## config.mk

```make
export PLATFORM = sky130hd
export DESIGN_NAME = hazard_ctrl
export DESIGN_NICKNAME = d
export VERILOG_FILES = /design/src/rtl/hazard_ctrl.sv
export SDC_FILE = /design/constraint.sdc
export NUM_CORES = 1
export LEC_CHECK = 0
export CAP_MARGIN = 20
export CORE_MARGIN = 8
export CORE_UTILIZATION = 54
export DETAILED_ROUTE_END_ITERATION = 7
export HOLD_SLACK_MARGIN = 0.1
export PLACE_DENSITY = 0.93
export SLEW_MARGIN = 20
export SYNTH_ARGS = -nofsm -noshare
export SYNTH_HDL_FRONTEND = slang
export SYNTH_SLANG_ARGS = --single-unit
```

## constraint.sdc

```tcl
create_clock -name clk -period 5.6 [get_ports clk]
set_input_delay 0.56 -clock clk [delete_from_list [all_inputs] [get_ports clk]]
set_output_delay 0.56 -clock clk [all_outputs]
set_load 0.01 [all_outputs]
```

## src/rtl/hazard_ctrl.sv

```systemverilog
`default_nettype none
// ============================================================================
// Module      : hazard_ctrl
// Description : RAW-hazard scoreboard and WB-redirect flush sequencer for the
//               five-stage RV32 pipeline. Define HAZ_FORWARD_EN for cores with
//               EX/MEM forwarding (only load-use hazards stall).
// Revision    : 1.0 - initial release
// ============================================================================
module hazard_ctrl #(
   parameter int PIPE_DEPTH   = 3,
   parameter int FLUSH_CYCLES = 3
) (
   input  logic        clk,
   input  logic        rst,
   input  logic        dec_valid,
   input  logic [4:0]  dec_rs1,
   input  logic [4:0]  dec_rs2,
   input  logic        dec_rs1_used,
   input  logic        dec_rs2_used,
   input  logic [4:0]  dec_rd,
   input  logic        dec_rf_we,
   input  logic        dec_is_load,
   input  logic        wb_pc_src,
   output logic        stall_o,
   output logic        flush_o,
   output logic        busy_o,
   output logic [15:0] stall_count_o
);

   typedef enum logic [0:0] {
      ST_RUN   = 1'b0,
      ST_FLUSH = 1'b1
   } state_t;

   localparam logic [3:0] c_cnt_reload = 4'(FLUSH_CYCLES - 1);

   state_t                r_state;
   state_t                w_state_nxt;
   logic [3:0]            r_cnt;
   logic [3:0]            w_cnt_nxt;

   logic [PIPE_DEPTH-1:0] r_sb_valid;
   logic [PIPE_DEPTH-1:0] r_sb_load;
   logic [4:0]            r_sb_rd [PIPE_DEPTH];
   logic [15:0]           r_stall_cnt;

   logic [PIPE_DEPTH-1:0] w_rs1_match;
   logic [PIPE_DEPTH-1:0] w_rs2_match;
   logic                  w_rs1_haz;
   logic                  w_rs2_haz;
   logic                  w_flush;
   logic                  w_stall;
   logic                  w_issue;
   logic                  w_unused;

   // Per-entry match; with forwarding only a load sitting in EX can stall.
   for (genvar gi = 0; gi < PIPE_DEPTH; gi++) begin : g_match
`ifdef HAZ_FORWARD_EN
      if (gi == 0) begin : g_load_use
         assign w_rs1_match[gi] = r_sb_valid[gi] & r_sb_load[gi] & (r_sb_rd[gi] == dec_rs1);
         assign w_rs2_match[gi] = r_sb_valid[gi] & r_sb_load[gi] & (r_sb_rd[gi] == dec_rs2);
      end else begin : g_forwarded
         assign w_rs1_match[gi] = 1'b0;
         assign w_rs2_match[gi] = 1'b0;
      end
`else
      assign w_rs1_match[gi] = r_sb_valid[gi] & (r_sb_rd[gi] == dec_rs1);
      assign w_rs2_match[gi] = r_sb_valid[gi] & (r_sb_rd[gi] == dec_rs2);
`endif
   end

   assign w_rs1_haz = dec_rs1_used & (dec_rs1 != 5'd0) & (|w_rs1_match);
   assign w_rs2_haz = dec_rs2_used & (dec_rs2 != 5'd0) & (|w_rs2_match);

   assign w_flush = ~rst & (wb_pc_src | (r_state == ST_FLUSH));
   assign w_stall = ~rst & dec_valid & (w_rs1_haz | w_rs2_haz) & ~w_flush;
   assign w_issue = dec_valid & dec_rf_we & (dec_rd != 5'd0) & ~w_stall & ~w_flush;

   assign stall_o       = w_stall;
   assign flush_o       = w_flush;
   assign busy_o        = (r_state == ST_FLUSH);
   assign stall_count_o = r_stall_cnt;

   // Tail entry and load flags are only partly consumed depending on the build.
   assign w_unused = ^{r_sb_load, r_sb_valid, r_sb_rd[PIPE_DEPTH-1]};

   always_ff @(posedge clk) begin
      if (rst) begin
         r_state <= ST_RUN;
         r_cnt   <= 4'd0;
      end else begin
         r_state <= w_state_nxt;
         r_cnt   <= w_cnt_nxt;
      end
   end

   always_comb begin
      w_state_nxt = r_state;
      w_cnt_nxt   = r_cnt;
      case (r_state)
         ST_RUN: begin
            if (wb_pc_src) begin
               w_state_nxt = ST_FLUSH;
               w_cnt_nxt   = c_cnt_reload;
            end
         end
         ST_FLUSH: begin
            if (wb_pc_src) begin
               w_cnt_nxt = c_cnt_reload;
            end else if (r_cnt == 4'd0) begin
               w_state_nxt = ST_RUN;
            end else begin
               w_cnt_nxt = r_cnt - 4'd1;
            end
         end
         default: begin
            w_state_nxt = ST_RUN;
            w_cnt_nxt   = 4'd0;
         end
      endcase
   end

   // Scoreboard shifts every cycle, even while stalled; a redirect wipes it.
   always_ff @(posedge clk) begin
      if (rst) begin
         r_sb_valid <= '0;
         r_sb_load  <= '0;
         for (int i = 0; i < PIPE_DEPTH; i++) begin
            r_sb_rd[i] <= 5'd0;
         end
      end else begin
         r_sb_valid[0] <= w_issue & ~wb_pc_src;
         r_sb_load[0]  <= dec_is_load;
         r_sb_rd[0]    <= dec_rd;
         for (int i = 1; i < PIPE_DEPTH; i++) begin
            r_sb_valid[i] <= r_sb_valid[i-1] & ~wb_pc_src;
            r_sb_load[i]  <= r_sb_load[i-1];
            r_sb_rd[i]    <= r_sb_rd[i-1];
         end
      end
   end

   always_ff @(posedge clk) begin
      if (rst) begin
         r_stall_cnt <= 16'd0;
      end else if (w_stall && (r_stall_cnt != 16'hFFFF)) begin
         r_stall_cnt <= r_stall_cnt + 16'd1;
      end
   end

endmodule
`default_nettype wire

```

Word level (Yosys, flattened, before mapping)
Memory sizes are Yosys's and may differ from the RTL's.
Index checks and enable logic that the tools add are counted.
{"block": "totals", "memories": 1, "word_cells": 69, "inputBits": 23, "mem_bits_rw": 15, "out_inout_bits": 19, "regBits": 24}
{"block": "classes", "bitwise_logic": 31, "add_sub_neg": 2, "n_eq_ne": 9, "reduce_logical": 8, "muxes": 14}
{"name": "r_sb_rd", "depth": 3, "word_bits": 5, "rd": 3, "rd_ports_with_merged_regs": 0, "write_ports": 3, "line": "44", "rtl": "logic [4:0] r_sb_rd [PIPE_DEPTH];"}
{"op": "5-bit equality test", "count": 6}
{"op": "1-bit bitwise AND", "count": 21}
{"op": "16-bit by 1-bit adder with 16-bit output (second input constant)", "count": 1}
{"op": "16-bit != test (second input constant)", "count": 1}
{"op": "5-bit two-way mux", "count": 3}
{"op": "5-bit nonzero test", "count": 3}
{"op": "4-bit two-way mux", "count": 3}
{"op": "4-bit case mux with 2 select lines", "count": 1}
{"op": "1-bit two-way mux", "count": 6}
{"op": "3-bit OR reduction", "count": 2}
{"op": "1-bit inverter", "count": 5}
{"op": "1-bit OR", "count": 5}
{"op": "4-bit logical NOT", "count": 1}
{"op": "4-bit by 1-bit subtractor with 4-bit output (second input constant)", "count": 1}
{"op": "3-bit != test (second input constant)", "count": 1}
{"op": "2-bit != test (second input constant)", "count": 1}
{"op": "1-bit case mux with 2 select lines", "count": 1}
{"op": "2-bit AND reduction", "count": 1}
{"op": "1-bit logical AND", "count": 1}

Depth between registers and ports, before layout
{"block": "logic_depth", "ltp_word": 11, "mapped_depth": 9, "depth_no_buf": 7}

Least setup slack after synthesis
Ideal clock, no wire load.
{"block": "synth_timing", "kind": "input to register", "startpoint": "input dec_rs1[0]", "endpoint": "register r_stall_cnt[1], in the netlist stall_count_o[1]", "required_ps": 5472, "setup_slack_ps": 3434, "t_arrival_ps": 2039, "cell_stages": 9, "n_path_buf": 2, "setup_ps": 128, "path_cell_list": "or4_1 > o21ai_0 > inv_1 > o31a_2 > o211ai_2 > buf_6 > buf_6 > mux2i_1 > nor2_1"}
{"block": "synth_between", "elab_chain_len": 8, "elab_cells_between_ends": 14, "cone_classes": "eq/ne: 3; bitwise: 8; reduce/logical: 3"}
{"item": "start: declaration", "line": "16", "rtl": "input logic [4:0] dec_rs1,"}
{"item": "5-bit equality test", "line": "67", "rtl": "assign w_rs1_match[gi] = r_sb_valid[gi] & (r_sb_rd[gi] == dec_rs1);"}
{"item": "1-bit bitwise AND", "line": "67"}
{"item": "3-bit OR reduction", "line": "72", "rtl": "assign w_rs1_haz = dec_rs1_used & (dec_rs1 != 5'd0) & (|w_rs1_match);"}
{"item": "1-bit bitwise AND *", "line": "72"}
{"item": "1-bit OR *", "line": "76", "rtl": "assign w_stall = ~rst & dec_valid & (w_rs1_haz | w_rs2_haz) & ~w_flush;"}
{"item": "1-bit bitwise AND * (2 in a row)", "line": "76"}
{"item": "1-bit logical AND *", "line": "146", "rtl": "end else if (w_stall && (r_stall_cnt != 16'hFFFF)) begin"}
{"item": "end signal: assignment", "line": "147", "rtl": "r_stall_cnt <= r_stall_cnt + 16'd1;"}
{"item": "end: declaration", "line": "45", "rtl": "logic [15:0] r_stall_cnt;"}
Every way passes the cells marked *; elsewhere a longest branch is shown, timed or not.
A chain may end at the register's enable or synchronous reset.

Final worst setup path
{"block": "layout_timing", "startpoint": "input dec_rs2[2]", "endpoint": "output stall_o"}
{"block": "layout_between", "elab_chain_len": 7, "elab_cells_between_ends": 13, "cone_classes": "eq/ne: 3; bitwise: 8; reduce/logical: 2"}
{"item": "start: declaration", "line": "17", "rtl": "input logic [4:0] dec_rs2,"}
{"item": "5-bit equality test", "line": "68", "rtl": "assign w_rs2_match[gi] = r_sb_valid[gi] & (r_sb_rd[gi] == dec_rs2);"}
{"item": "1-bit bitwise AND", "line": "68"}
{"item": "3-bit OR reduction", "line": "73", "rtl": "assign w_rs2_haz = dec_rs2_used & (dec_rs2 != 5'd0) & (|w_rs2_match);"}
{"item": "1-bit bitwise AND *", "line": "73"}
{"item": "1-bit OR *", "line": "76"}
{"item": "1-bit bitwise AND * (2 in a row)", "line": "76"}
{"item": "end: declaration", "line": "24", "rtl": "output logic stall_o,"}
Marked as above.

==> flow_metrics.env <==
export IMPL_period_needed_ns=3.456
export IMPL_synth_common_cells="dfxtp_1 (39), xor2_1 (25), a21oi_1 (16), nor2b_1 (16), nor2_1 (10)"
export IMPL_wl_met2_mm=2.244
export IMPL_drt_iter0_drc=111
export IMPL_drive_gt1_share_pct=4.280
export IMPL_powerDensity_nw_per_um2=194.2
export IMPL_grt_ovfl_total=0
export IMPL_cts_max_level=2
export IMPL_slew_violations=0
export IMPL_n_fill_cell=299
export IMPL_async_flop_share_pct=0
export IMPL_vias=1727
export IMPL_path_clk_slew_ns=0.10
export IMPL_clkLatencyLatePin_ns=0.33
export IMPL_cts_tree="done"
export IMPL_max_cap_violations=0
export IMPL_post_cts_resized=0
export IMPL_antenna_left=0
export IMPL_fin_util_pct=68.08
export IMPL_place_gp_congestion=0.7991
export IMPL_fin_ws_ns=2.144
export IMPL_wl_met3_um=228
export IMPL_num_rows=22
export IMPL_antennaDiodeCount=0
export IMPL_postCtsSetupRepairBufs=0
export IMPL_routed_top_layer="met4"
export IMPL_netlist_instances=218
export IMPL_synth_top_cell_area_share_pct=39.59
export IMPL_dieArea_um2=5842
export IMPL_die_h_um=76.43
export IMPL_fp_coreArea_um2=3578
export IMPL_rsz0062_at_grt="no"
export IMPL_portBuffers=40
export IMPL_ctsLongestPathBuffers=2
export IMPL_yosysMostFrequentCell="dfxtp_1"
export IMPL_routed_wl_mm=4.513
export IMPL_end_kind="primary output"
export IMPL_hp_class="reg2reg"
export IMPL_dp_slack_ns=2.147
export IMPL_ys_types=41
export IMPL_cts_root_buffer="clkbuf_4"
export IMPL_post_drt_wl_per_cell_um=14.80
export IMPL_finClkSkew_ns=0.006815
export IMPL_wl_met1_mm=1.978
export IMPL_yosys_top_cells_area="dfxtp_1 (40%), xor2_1 (11%), nor2b_1 (5.1%), a21oi_1 (4.1%), xnor2_1 (3.1%)"
export IMPL_cp_max_fo=4
export IMPL_peakVddDrop_mv=0.1776
export IMPL_synth_edf_count=0
export IMPL_antenna_found_initial=0
export IMPL_p_total_mw=0.4732
export IMPL_synth_area_leader_cell="dfxtp_1"
export IMPL_final_hold_viol_count=0
export IMPL_synth_ff_type="dfxtp_1"
export IMPL_crit_arrival_ns=2.90
export IMPL_crit_type="in2out"
export IMPL_initial_core_util_pct=55.10
export IMPL_hpwl_mm=3.462
export IMPL_crit_required_ns=5.04
export IMPL_cpPeakStageDelay_ns=0.62
export IMPL_maxSlewHeadroom_pct=48.36
export IMPL_max_freq_mhz=289.4
export IMPL_synth_seq_area_share_pct=39.59
export IMPL_syn_cell_area_um2=1972
export IMPL_cpMostUsedCell="clkdlybuf4s50_1"
export IMPL_clock_sinks=39
export IMPL_crit_slowest_cell="clkdlybuf4s50_1"
export IMPL_drc=0
export IMPL_area_delta_synth_final_pct=23.54
export IMPL_grt_total_usage_pct=15.38
export IMPL_grt_max_degree=41
export IMPL_synth_net_count=243
export IMPL_status="complete, no violations"
export IMPL_timing_setup_tns_ns=0
export IMPL_cts_buffers=5
export IMPL_drt_pre_antenna_iters=4
export IMPL_grt_pass1_vias=1736
export IMPL_crit_path_start_kind="input pin"
export IMPL_syn_avg_cell_area_um2=9.045
export IMPL_grt_pass1_wl_mm=7.679
export IMPL_die_w_um=76.43
export IMPL_io_pins=42
export IMPL_finalCritPeriodShare_pct=61.71
export IMPL_crit_path_cell_trace="clkdlybuf4s50_1 > xor2_1 > nor4_1 > and3_1 > o31ai_1 > a21oi_1 > clkdlybuf4s50_1"
export IMPL_finalSetupViolations=0
export IMPL_yosys_warnings=0
export IMPL_viasPerCell=5.662
export IMPL_fin_nets=283
export IMPL_synth_seq_cells=39
export IMPL_tightestPinTransition_ns=0.7723
export IMPL_static_leakage_power_nw=0.9191
export IMPL_postCtsHoldBufs=0
[cell families after synthesis]
| family | synth area share (%) |
|---|---|
| simple gates | 26.78 |
| compound gates | 13.64 |
| flops | 39.59 |
| xor+xnor | 14.21 |
| buf+inv | 3.426 |
| mux | 1.079 |
| fa+ha+maj | 1.269 |
[per-stage QoR]
| step | hold slack [ns] | area, um^2 | instances |
|---|---|---|---|
| after floorplan | 0.4356 | 1972 | 218 |
| after global placement | 0.4620 | 2395 | 299 |
| after detailed placement | 0.4551 | 2395 | 299 |
| after CTS | 0.4771 | 2436 | 305 |
| after global routing | 0.5109 | 2436 | 305 |
| final | 0.4712 | 2436 | 305 |
[report_power, final]
group          internal [mW]  switching [mW]  total [mW]
Clock                 0.0447          0.0811       0.126
Combinational         0.0312          0.0267      0.0579
Sequential             0.283         0.00617       0.289
[state kept, by name, summed over array words and instances (netlist names)]
name           count
stall_count_o     16
busy_o             1
r_sb_rd           15
r_sb_valid         3
r_cnt              4
[area by class of cell]
cell class	count	area [um^2]	area share (%)
clock buffers	6	41.29	1.695
inverters	6	22.52	0.9245
flip-flops and latches	39	780.7	32.05
multi-input cells	165	1124	46.12
well taps	48	60.06	2.465
repair buffers	41	407.9	16.74
[path summary, 6_finish.rpt]
kind	start	cells past startpoint	slack [ns]	end
max	dec_rs2[2]	7	2.14	stall_o
min	r_sb_valid[0]	1	0.47	r_sb_valid[1]
max reg2reg	r_sb_rd[0][12]	7	3.20	stall_count_o[15]
min reg2reg	r_sb_valid[0]	1	0.47	r_sb_valid[1]
[layer usage]
layer,track usage [%],vias up
met5,0,-
met4,5.577,0
met3,3.656,5
met2,25.96,45
met1,18.41,812
li1,-,865
[critical path, delay by kind of cell]
kind                      cells  cell delay (ns)
xor gates and xnor gates      1             0.20
and+or+nand+nor               2             0.52
AOI/OAI and AO/OA             2             0.47
buffers and inverters         2             1.15
[placed cells by master (no fill, tap or decap), types with 6 or more instances in the layout]
cell type        netlist  final
clkdlybuf4s50_1        0     40
dfxtp_1               39     39
xor2_1                25     25
a21oi_1               16     16
nor2b_1               16     16
nor2_1                10     10
nor4_1                 7      7
xnor2_1                7      7
and3_1                 7      7
nand2_1                7      7
nand3_1                7      7
inv_1                  6      6
or4_1                  6      6
nor3_1                 6      6
nand4_1                6      6
o21ai_1                6      6
or3_1                  6      6
Note: power is estimated with default switching activity, not from simulation.
